`config.mk`:
```
export PLATFORM = sky130hd
export DESIGN_NAME = mips_alu_hilo_div
export DESIGN_NICKNAME = d
export VERILOG_FILES = /design/src/rtl/mips_alu_hilo_div.sv
export SDC_FILE = /design/constraint.sdc
export NUM_CORES = 1
export LEC_CHECK = 0
export CORE_AREA = 3 3 129 224
export DETAILED_ROUTE_END_ITERATION = 10
export DIE_AREA = 0 0 132 227
export HOLD_SLACK_MARGIN = 0.08
export PLACE_DENSITY = 0.75
export REMOVE_ABC_BUFFERS = 1
export SLEW_MARGIN = 20
export SYNTH_ARGS = -nofsm -noshare
export SYNTH_HDL_FRONTEND = slang
export SYNTH_SLANG_ARGS = --single-unit
export TNS_END_PERCENT = 5
```
`constraint.sdc`:
```
create_clock -name clock -period 7.47 [get_ports clock]
set_input_delay 1.494 -clock clock [delete_from_list [all_inputs] [get_ports clock]]
set_output_delay 1.494 -clock clock [all_outputs]
set_load 0.02 [all_outputs]
```
`src/rtl/mips_alu_hilo_div.sv`:
```
// HI/LO companion unit for the MIPS execute stage. It holds the architectural
// HI/LO pair, services MFHI/MFLO/MTHI/MTLO, and runs DIVU/DIVS on an iterative
// restoring divider. The divider writes the quotient to LO and the remainder
// to HI.
//
// Handshake: a request transfers on a rising edge where req_valid && req_ready.
// req_ready is high only in IDLE. While the unit is busy the requester must hold
// req_valid, req_op and the operands stable. rsp_valid is a one-cycle pulse with
// no backpressure.
module mips_alu_hilo_div #(
  parameter int DATA_W = 32,
  parameter int CNT_W  = $clog2(DATA_W) + 1
) (
  input  logic              clock,
  input  logic              reset_n,
  input  logic              req_valid,
  output logic              req_ready,
  input  logic [2:0]        req_op,
  input  logic [DATA_W-1:0] data1,
  input  logic [DATA_W-1:0] data2,
  output logic              rsp_valid,
  output logic [DATA_W-1:0] rsp_data,
  output logic [DATA_W-1:0] hi,
  output logic [DATA_W-1:0] lo,
  output logic              busy,
  output logic              div_zero,
  output logic [1:0]        state_dbg
);

  localparam logic [2:0] OP_MFHI = 3'd0;
  localparam logic [2:0] OP_MFLO = 3'd1;
  localparam logic [2:0] OP_MTHI = 3'd2;
  localparam logic [2:0] OP_MTLO = 3'd3;
  localparam logic [2:0] OP_DIVU = 3'd4;
  localparam logic [2:0] OP_DIVS = 3'd5;

  typedef enum logic [1:0] {
    S_IDLE = 2'd0,
    S_DIV  = 2'd1,
    S_FIX  = 2'd2
  } state_t;

  state_t state, state_nxt;

  // Divider working registers. For a divide by zero, quo keeps data1 as
  // latched, because FIX copies that value to HI.
  logic [DATA_W-1:0] rem;
  logic [DATA_W-1:0] quo;
  logic [DATA_W-1:0] dvs;
  logic [CNT_W-1:0]  cnt;
  logic              neg_q;
  logic              neg_r;
  logic              zero_flag;

  logic              accept;
  logic              div_start;
  logic              d2_zero;
  logic              a_neg;
  logic              b_neg;
  logic [DATA_W-1:0] a_mag;
  logic [DATA_W-1:0] b_mag;

  logic [DATA_W:0]   rem_sh;
  logic [DATA_W:0]   rem_sub;
  logic              take;
  logic [DATA_W-1:0] quo_sh;
  logic [DATA_W-1:0] quo_fix;
  logic [DATA_W-1:0] rem_fix;

  assign req_ready = (state == S_IDLE);
  assign busy      = (state != S_IDLE);
  assign state_dbg = state;
  assign accept    = req_valid && req_ready;
  assign div_start = accept && ((req_op == OP_DIVU) || (req_op == OP_DIVS));
  assign d2_zero   = (data2 == '0);

  // Operand sign flags and magnitudes. Sign flags are set only for DIVS.
  always_comb begin
    a_neg = (req_op == OP_DIVS) && data1[DATA_W-1];
    b_neg = (req_op == OP_DIVS) && data2[DATA_W-1];
    a_mag = a_neg ? (~data1 + 1'b1) : data1;
    b_mag = b_neg ? (~data2 + 1'b1) : data2;
  end

  // One restoring step. The shifted remainder is one bit wider than the data
  // path, so the borrow out of the subtract is the compare result.
  always_comb begin
    rem_sh  = {rem, quo[DATA_W-1]};
    rem_sub = rem_sh - {1'b0, dvs};
    take    = ~rem_sub[DATA_W];
    quo_sh  = {quo[DATA_W-2:0], take};
    quo_fix = neg_q ? (~quo + 1'b1) : quo;
    rem_fix = neg_r ? (~rem + 1'b1) : rem;
  end

  // State register.
  always_ff @(posedge clock or negedge reset_n) begin
    if (!reset_n) state <= S_IDLE;
    else          state <= state_nxt;
  end

  // Next-state logic.
  always_comb begin
    state_nxt = state;
    case (state)
      S_IDLE:  if (div_start) state_nxt = d2_zero ? S_FIX : S_DIV;
      S_DIV:   if (cnt == CNT_W'(1)) state_nxt = S_FIX;
      S_FIX:   state_nxt = S_IDLE;
      default: state_nxt = S_IDLE;
    endcase
  end

  // HI/LO, read response and divider datapath.
  always_ff @(posedge clock or negedge reset_n) begin
    if (!reset_n) begin
      hi        <= '0;
      lo        <= '0;
      rsp_data  <= '0;
      rsp_valid <= 1'b0;
      div_zero  <= 1'b0;
      rem       <= '0;
      quo       <= '0;
      dvs       <= '0;
      cnt       <= '0;
      neg_q     <= 1'b0;
      neg_r     <= 1'b0;
      zero_flag <= 1'b0;
    end else begin
      rsp_valid <= 1'b0;
      div_zero  <= 1'b0;
      case (state)
        S_IDLE: begin
          if (accept) begin
            case (req_op)
              OP_MFHI: begin rsp_data <= hi; rsp_valid <= 1'b1; end
              OP_MFLO: begin rsp_data <= lo; rsp_valid <= 1'b1; end
              OP_MTHI: hi <= data1;
              OP_MTLO: lo <= data1;
              OP_DIVU, OP_DIVS: begin
                rem       <= '0;
                quo       <= d2_zero ? data1 : a_mag;
                dvs       <= b_mag;
                cnt       <= CNT_W'(DATA_W);
                neg_q     <= a_neg ^ b_neg;
                neg_r     <= a_neg;
                zero_flag <= d2_zero;
              end
              default: ;
            endcase
          end
        end
        S_DIV: begin
          rem <= take ? rem_sub[DATA_W-1:0] : rem_sh[DATA_W-1:0];
          quo <= quo_sh;
          cnt <= cnt - CNT_W'(1);
        end
        S_FIX: begin
          if (zero_flag) begin
            hi       <= quo;
            lo       <= '1;
            div_zero <= 1'b1;
          end else begin
            hi <= rem_fix;
            lo <= quo_fix;
          end
        end
        default: ;
      endcase
    end
  end

endmodule

```
After elaboration in Yosys (flattened, before gate mapping)
Cells that the tools add are included.

cells by class
  equal/unequal tests = 14
  reduce and logical (&&, ||, !) cells = 20
  divide/modulo/power cells = 0
  bitwise gates (word level) = 6
  mux-type cells = 33
  $mul = 0
  magnitude comparators = 0
  $add $sub $neg = 6
  shifts and indexed selects = 0

operators by type and width
  kind                   number
  $mux 32                16
  $pmux 32 s2            5
  $add 32x1->32 const B  4
  $not 32->32            4
  $sub 33x32->33         1
  $logic_not 32->1       1
  $reduce_and 3->1       5
  $mux 6                 2
  $pmux 6 s2             1
  $ne 2x1->1 const B     5
  $reduce_bool 2->1      4
  $eq 3x2->1 const B     2
  $eq 3x3->1 const B     2
  $eq 6x1->1 const B     1
  $mux 2                 3
  $sub 6x1->6 const B    1
  $mux 1                 5
  $logic_and 1x1->1      4
  $pmux 2 s2             1
  $reduce_or 2->1        2
  $eq 3x1->1 const B     1
  $logic_not 3->1        1
  $eq 2x1->1 const B     1
  $eq 2x2->1 const B     1
  other kinds (6)        6

word-level totals
  output and inout bits = 102
  flip-flop bits (word level) = 205
  RAM bits = 0
  word-level logic and storage cells = 92
  memories kept = 0
  latch bits = 0
  ROM bits = 0
  bits of input ports = 70

Logic depth before layout (Yosys ltp)
  word-level depth = 7
  gate-level depth with buffers = 14

Least setup slack after synthesis
No wires, ideal clock.

  kind = input-to-reg
  start point = in data1[9]
  end point = reg quo[31]
  cell stages on the path = 9
  setup slack = 3698 ps
  library setup time = 66 ps
  data required time = 7404 ps
  arrival = 3706 ps
  cell sequence = or3_1 > or3_4 > or3_4 > or4_4 > nor3_4 > nand2_2 > o311ai_2 > nand3_1 > nand2_1

between the ends
  cells in the longest elaborated chain, start to end = 7

ends and longest elaborated chain
  what                    line  text
  start: declaration      19    input logic [DATA_W-1:0] data1,
  $not 32->32             81    a_mag = a_neg ? (~data1 + 1'b1) : data1;
  $add 32x1->32           81
  $mux 32                 81
  $mux 32                 141   quo <= d2_zero ? data1 : a_mag;
  $mux 32                 134   case (req_op)
  $mux 32                 133   if (accept) begin
  $pmux 32 s2             131   case (state)
  end signal: assignment  141
  end signal: assignment  154   quo <= quo_sh;
  end: declaration        48    logic [DATA_W-1:0] quo;

No other way between the ends. The select of a mux whose other input is x is not followed.
A chain may end at the register's enable or synchronous reset.

Worst setup path in the final report
  start point = in data2[7]
  end point = reg quo[27]

between the ends
  cells in the longest elaborated chain, start to end = 5

ends and longest elaborated chain
  what                line  text
  start: declaration  20    input logic [DATA_W-1:0] data2,
  $logic_not 32->1    75    assign d2_zero = (data2 == '0);
  $mux 32             141
  $mux 32             134
  $mux 32             133
  $pmux 32 s2         131

No other way between the ends. The select of a mux whose other input is x is not followed.

==> metrics.cfg <==
[timing]
setup-violations-final = 0
tns_ns = 0
finalHoldViolations = 0
relSlewSlack_pct = 29.3
min_period_over_period_pct = 61.0
fin_skew_ns = 0.00970
worstMarginPinSlew_ns = 1.06
rsz0062_at_grt = no
final_max_slew_viol_count = 0
post-route-min-period_ns = 4.55
fmax_mhz = 220

[place]
post-dp-hpwl_um = 28400
placed_area_um2 = 15500
io_buffers = 171
gp_congestion = 0.921

[worst_setup_path]
critPathMostFrequentCell = nand3_1
worst_setup_path_start_kind = primary input
critPathKind = primary input to register
crit_path_cell_trace = clkdlybuf4s50_1 > or4_1 > or3_1 > nor4b_1 > nand3_1 > nand3_1 > a21oi_1 > xnor2_1 > o21ai_0
crit_buf_inv = 1
required_ns = 7.82
max_stage_delay_ns = 0.63
cpLargestDelayFamily = simple AND/OR/NAND/NOR gates
cp_max_fo = 14
cp-end-kind = register
cp_slowest_cell = nand3_1
worstPathArrival_ns = 4.90

[yosys]
synth_common_cells = nand2_1, dfrtp_1, o21ai_0
ys.flop_type = dfrtp_1
syn_area_um2 = 13500
synth_edf_count = 0
synthCells = 1659
ys_warn_count = 0
synth.distinct_cells = 69
synth_top_cell_area_share_pct = 38.0
yosysMostFrequentCell = nand2_1
synth-async-reset-ratio_pct = 100
yosysTopAreaCell = dfrtp_1
synth_area_leaders = dfrtp_1, o21ai_0, a21oi_1
synth.avg_cell_area_um2 = 8.15
yosysSeqAreaShare_pct = 38.0
ys_ff_latch = 205

[clock_tree]
cts_resized = 0
clockRootBuffer = clkbuf_16
numCtsBuffers = 20
cts_tree = done
htreeDepth = 1
clock_latency_ns = 0.51
cts_buffer_depth = 3
clkTransAtPathRegs_ns = 0.07
cts_hold_buf = 0
post_cts_buffers = 0
clock-sinks = 205

[final_layout]
final_area_um2 = 16200
fillerInstances = 2469
num-nets-final = 1872
area_growth_pct = 19.9
multi_input_area_um2 = 7820
layout.area.seq_um2 = 5130
drive_gt1_share_pct = 4.73

[worst_hold_path]
hp-class = register to register

[pwr]
irDropWorstVdd_uv = 245
p_leak_nw = 6.62
power.density_nw_per_um2 = 471

[detailed_routing]
drc = 0
ant_nets = 0
num_vias = 12400
first_iter_violations = 817
firstDrtPassIters = 6
wl_per_cell_um = 17.5
viasPerCell = 5.79
drt_wl_total_um = 37600

[floorplan]
rows = 80
core_um2 = 27300
die_w_um = 132
dieArea_um2 = 30000
io_pins = 172
die_height_um = 227
start_util_pct = 49.5

[grt]
grt_max_degree = 102
grt.total_usage_pct = 24.6
grt_pass1_wl_um = 61200
antenna_found_initial = 1
overflow = 0
grt_pass1_vias = 12000

[job]
drv_cap = 0

[outcome]
outcome = complete, no violations

==> through the flow <==
step / power (W) / std cells / hold slack, ns / utilization (%) / setup slack [ns]
after floorplan: 0.00509 / 1552 / 0.450 / - / 0.405
after global placement: 0.00640 / 2109 / 0.461 / 56.6 / 2.47
after detailed placement: 0.00652 / 2109 / 0.471 / 56.6 / 2.39
after CTS: 0.00765 / 2143 / 0.484 / 59.2 / 2.92
after global routing: 0.00824 / 2145 / 0.497 / 59.3 / 2.62
final: 0.00764 / 2146 / 0.475 / 59.3 / 2.92
==> worst reg2reg max path, stage by stage (launching register included) <==
cell	delay, ns
dfrtp_1	0.49
inv_1	0.18
ha_1	0.27
fa_1	0.41
nor2b_1	0.18
o31ai_1	0.12
a31o_2	0.26
a21oi_1	0.21
o221a_2	0.27
o211ai_1	0.13
a211oi_4	0.65
buf_4	0.47
nand2_1	0.35
o221ai_1	0.29
==> flip-flops by register name, indices dropped and copies added, names as in the netlist, 2 cells and up <==
name,cells
cnt,6
dvs,32
rsp_data,32
state_dbg,2
quo,32
rem,32
lo,32
hi,32
==> power breakdown <==
part           total [W]  internal, W  switching (W)
Combinational    0.00433      0.00195        0.00238
Clock            0.00111     0.000670       0.000444
Sequential       0.00219      0.00164       0.000550
==> metal layers <==
metal	vias to the layer above	global-route usage (%)	share of wire [%]
met5	-	0	0
met4	0	10.0	3.5
met3	79	2.15	4.4
met2	359	47.8	54
met1	5911	27.6	38
li1	6068	-	-
==> layout make-up <==
class,instances,share of cell area [%]
sequential,205,31.7
timing repair buffer,189,11.5
tap,369,2.85
clock inverter,9,0.926
clock buffer,25,3.46
multi-input combinational,1290,48.3
inverter,57,1.32
antenna,2,0.0309
==> cells in the final DEF (no fill, tap or decap), drive strengths merged, types with 4 or more instances in the layout <==
cell / netlist / layout
nand2b: 15 / 15
clkdlybuf4s50: 0 / 170
a21oi: 167 / 167
ha: 38 / 38
buf: 15 / 18
o21ai: 205 / 205
nand2: 222 / 222
or4: 11 / 11
nor2b: 38 / 38
nor2: 121 / 121
a211oi: 7 / 7
a22oi: 22 / 22
o31ai: 32 / 32
o22ai: 33 / 33
and2: 5 / 5
nand4: 4 / 4
o41ai: 11 / 11
a21o: 13 / 13
clkbuf: 92 / 26
a31oi: 4 / 4
xnor2: 81 / 81
o221ai: 10 / 10
or2: 8 / 8
inv: 57 / 57
o21a: 6 / 6
or3: 15 / 15
xor2: 58 / 58
dfrtp: 205 / 205
o21bai: 4 / 4
nor3b: 5 / 5
mux2i: 30 / 30
a22o: 12 / 12
nor3: 41 / 41
nand3: 18 / 18
nor4: 10 / 10
bufinv: 0 / 4
o211ai: 12 / 12
==> final timing paths <==
kind                       startpoint   endpoint  slack [ns]  cells past startpoint
setup / recovery             data2[7]    quo[27]        2.92                      9
hold / removal                 dvs[2]     dvs[2]        0.48                      2
setup reg to reg              quo[31]    rem[30]        3.10                     13
hold reg to reg                dvs[2]     dvs[2]        0.48                      2
max in group asynchronous     reset_n      lo[6]        5.10                      2
min in group asynchronous     reset_n  rsp_valid        0.97                      1
==> cells by family (layout without fill, tap and decap cells) <==
logic type               after synthesis  in the layout  synth area share, %
AO/OA/AOI/OAI                        559            559                 24.5
AND/OR/NAND/NOR                      523            523                 17.9
flip-flops                           205            205                 38.0
buffers and inverters                164            280                 4.70
XOR/XNOR                             139            139                 9.01
adder cells (fa/ha/maj)               39             39                 3.67
multiplexers                          30             30                 2.22
other                                  0              2                    0
No activity file was read; power rests on OpenSTA's default activity.
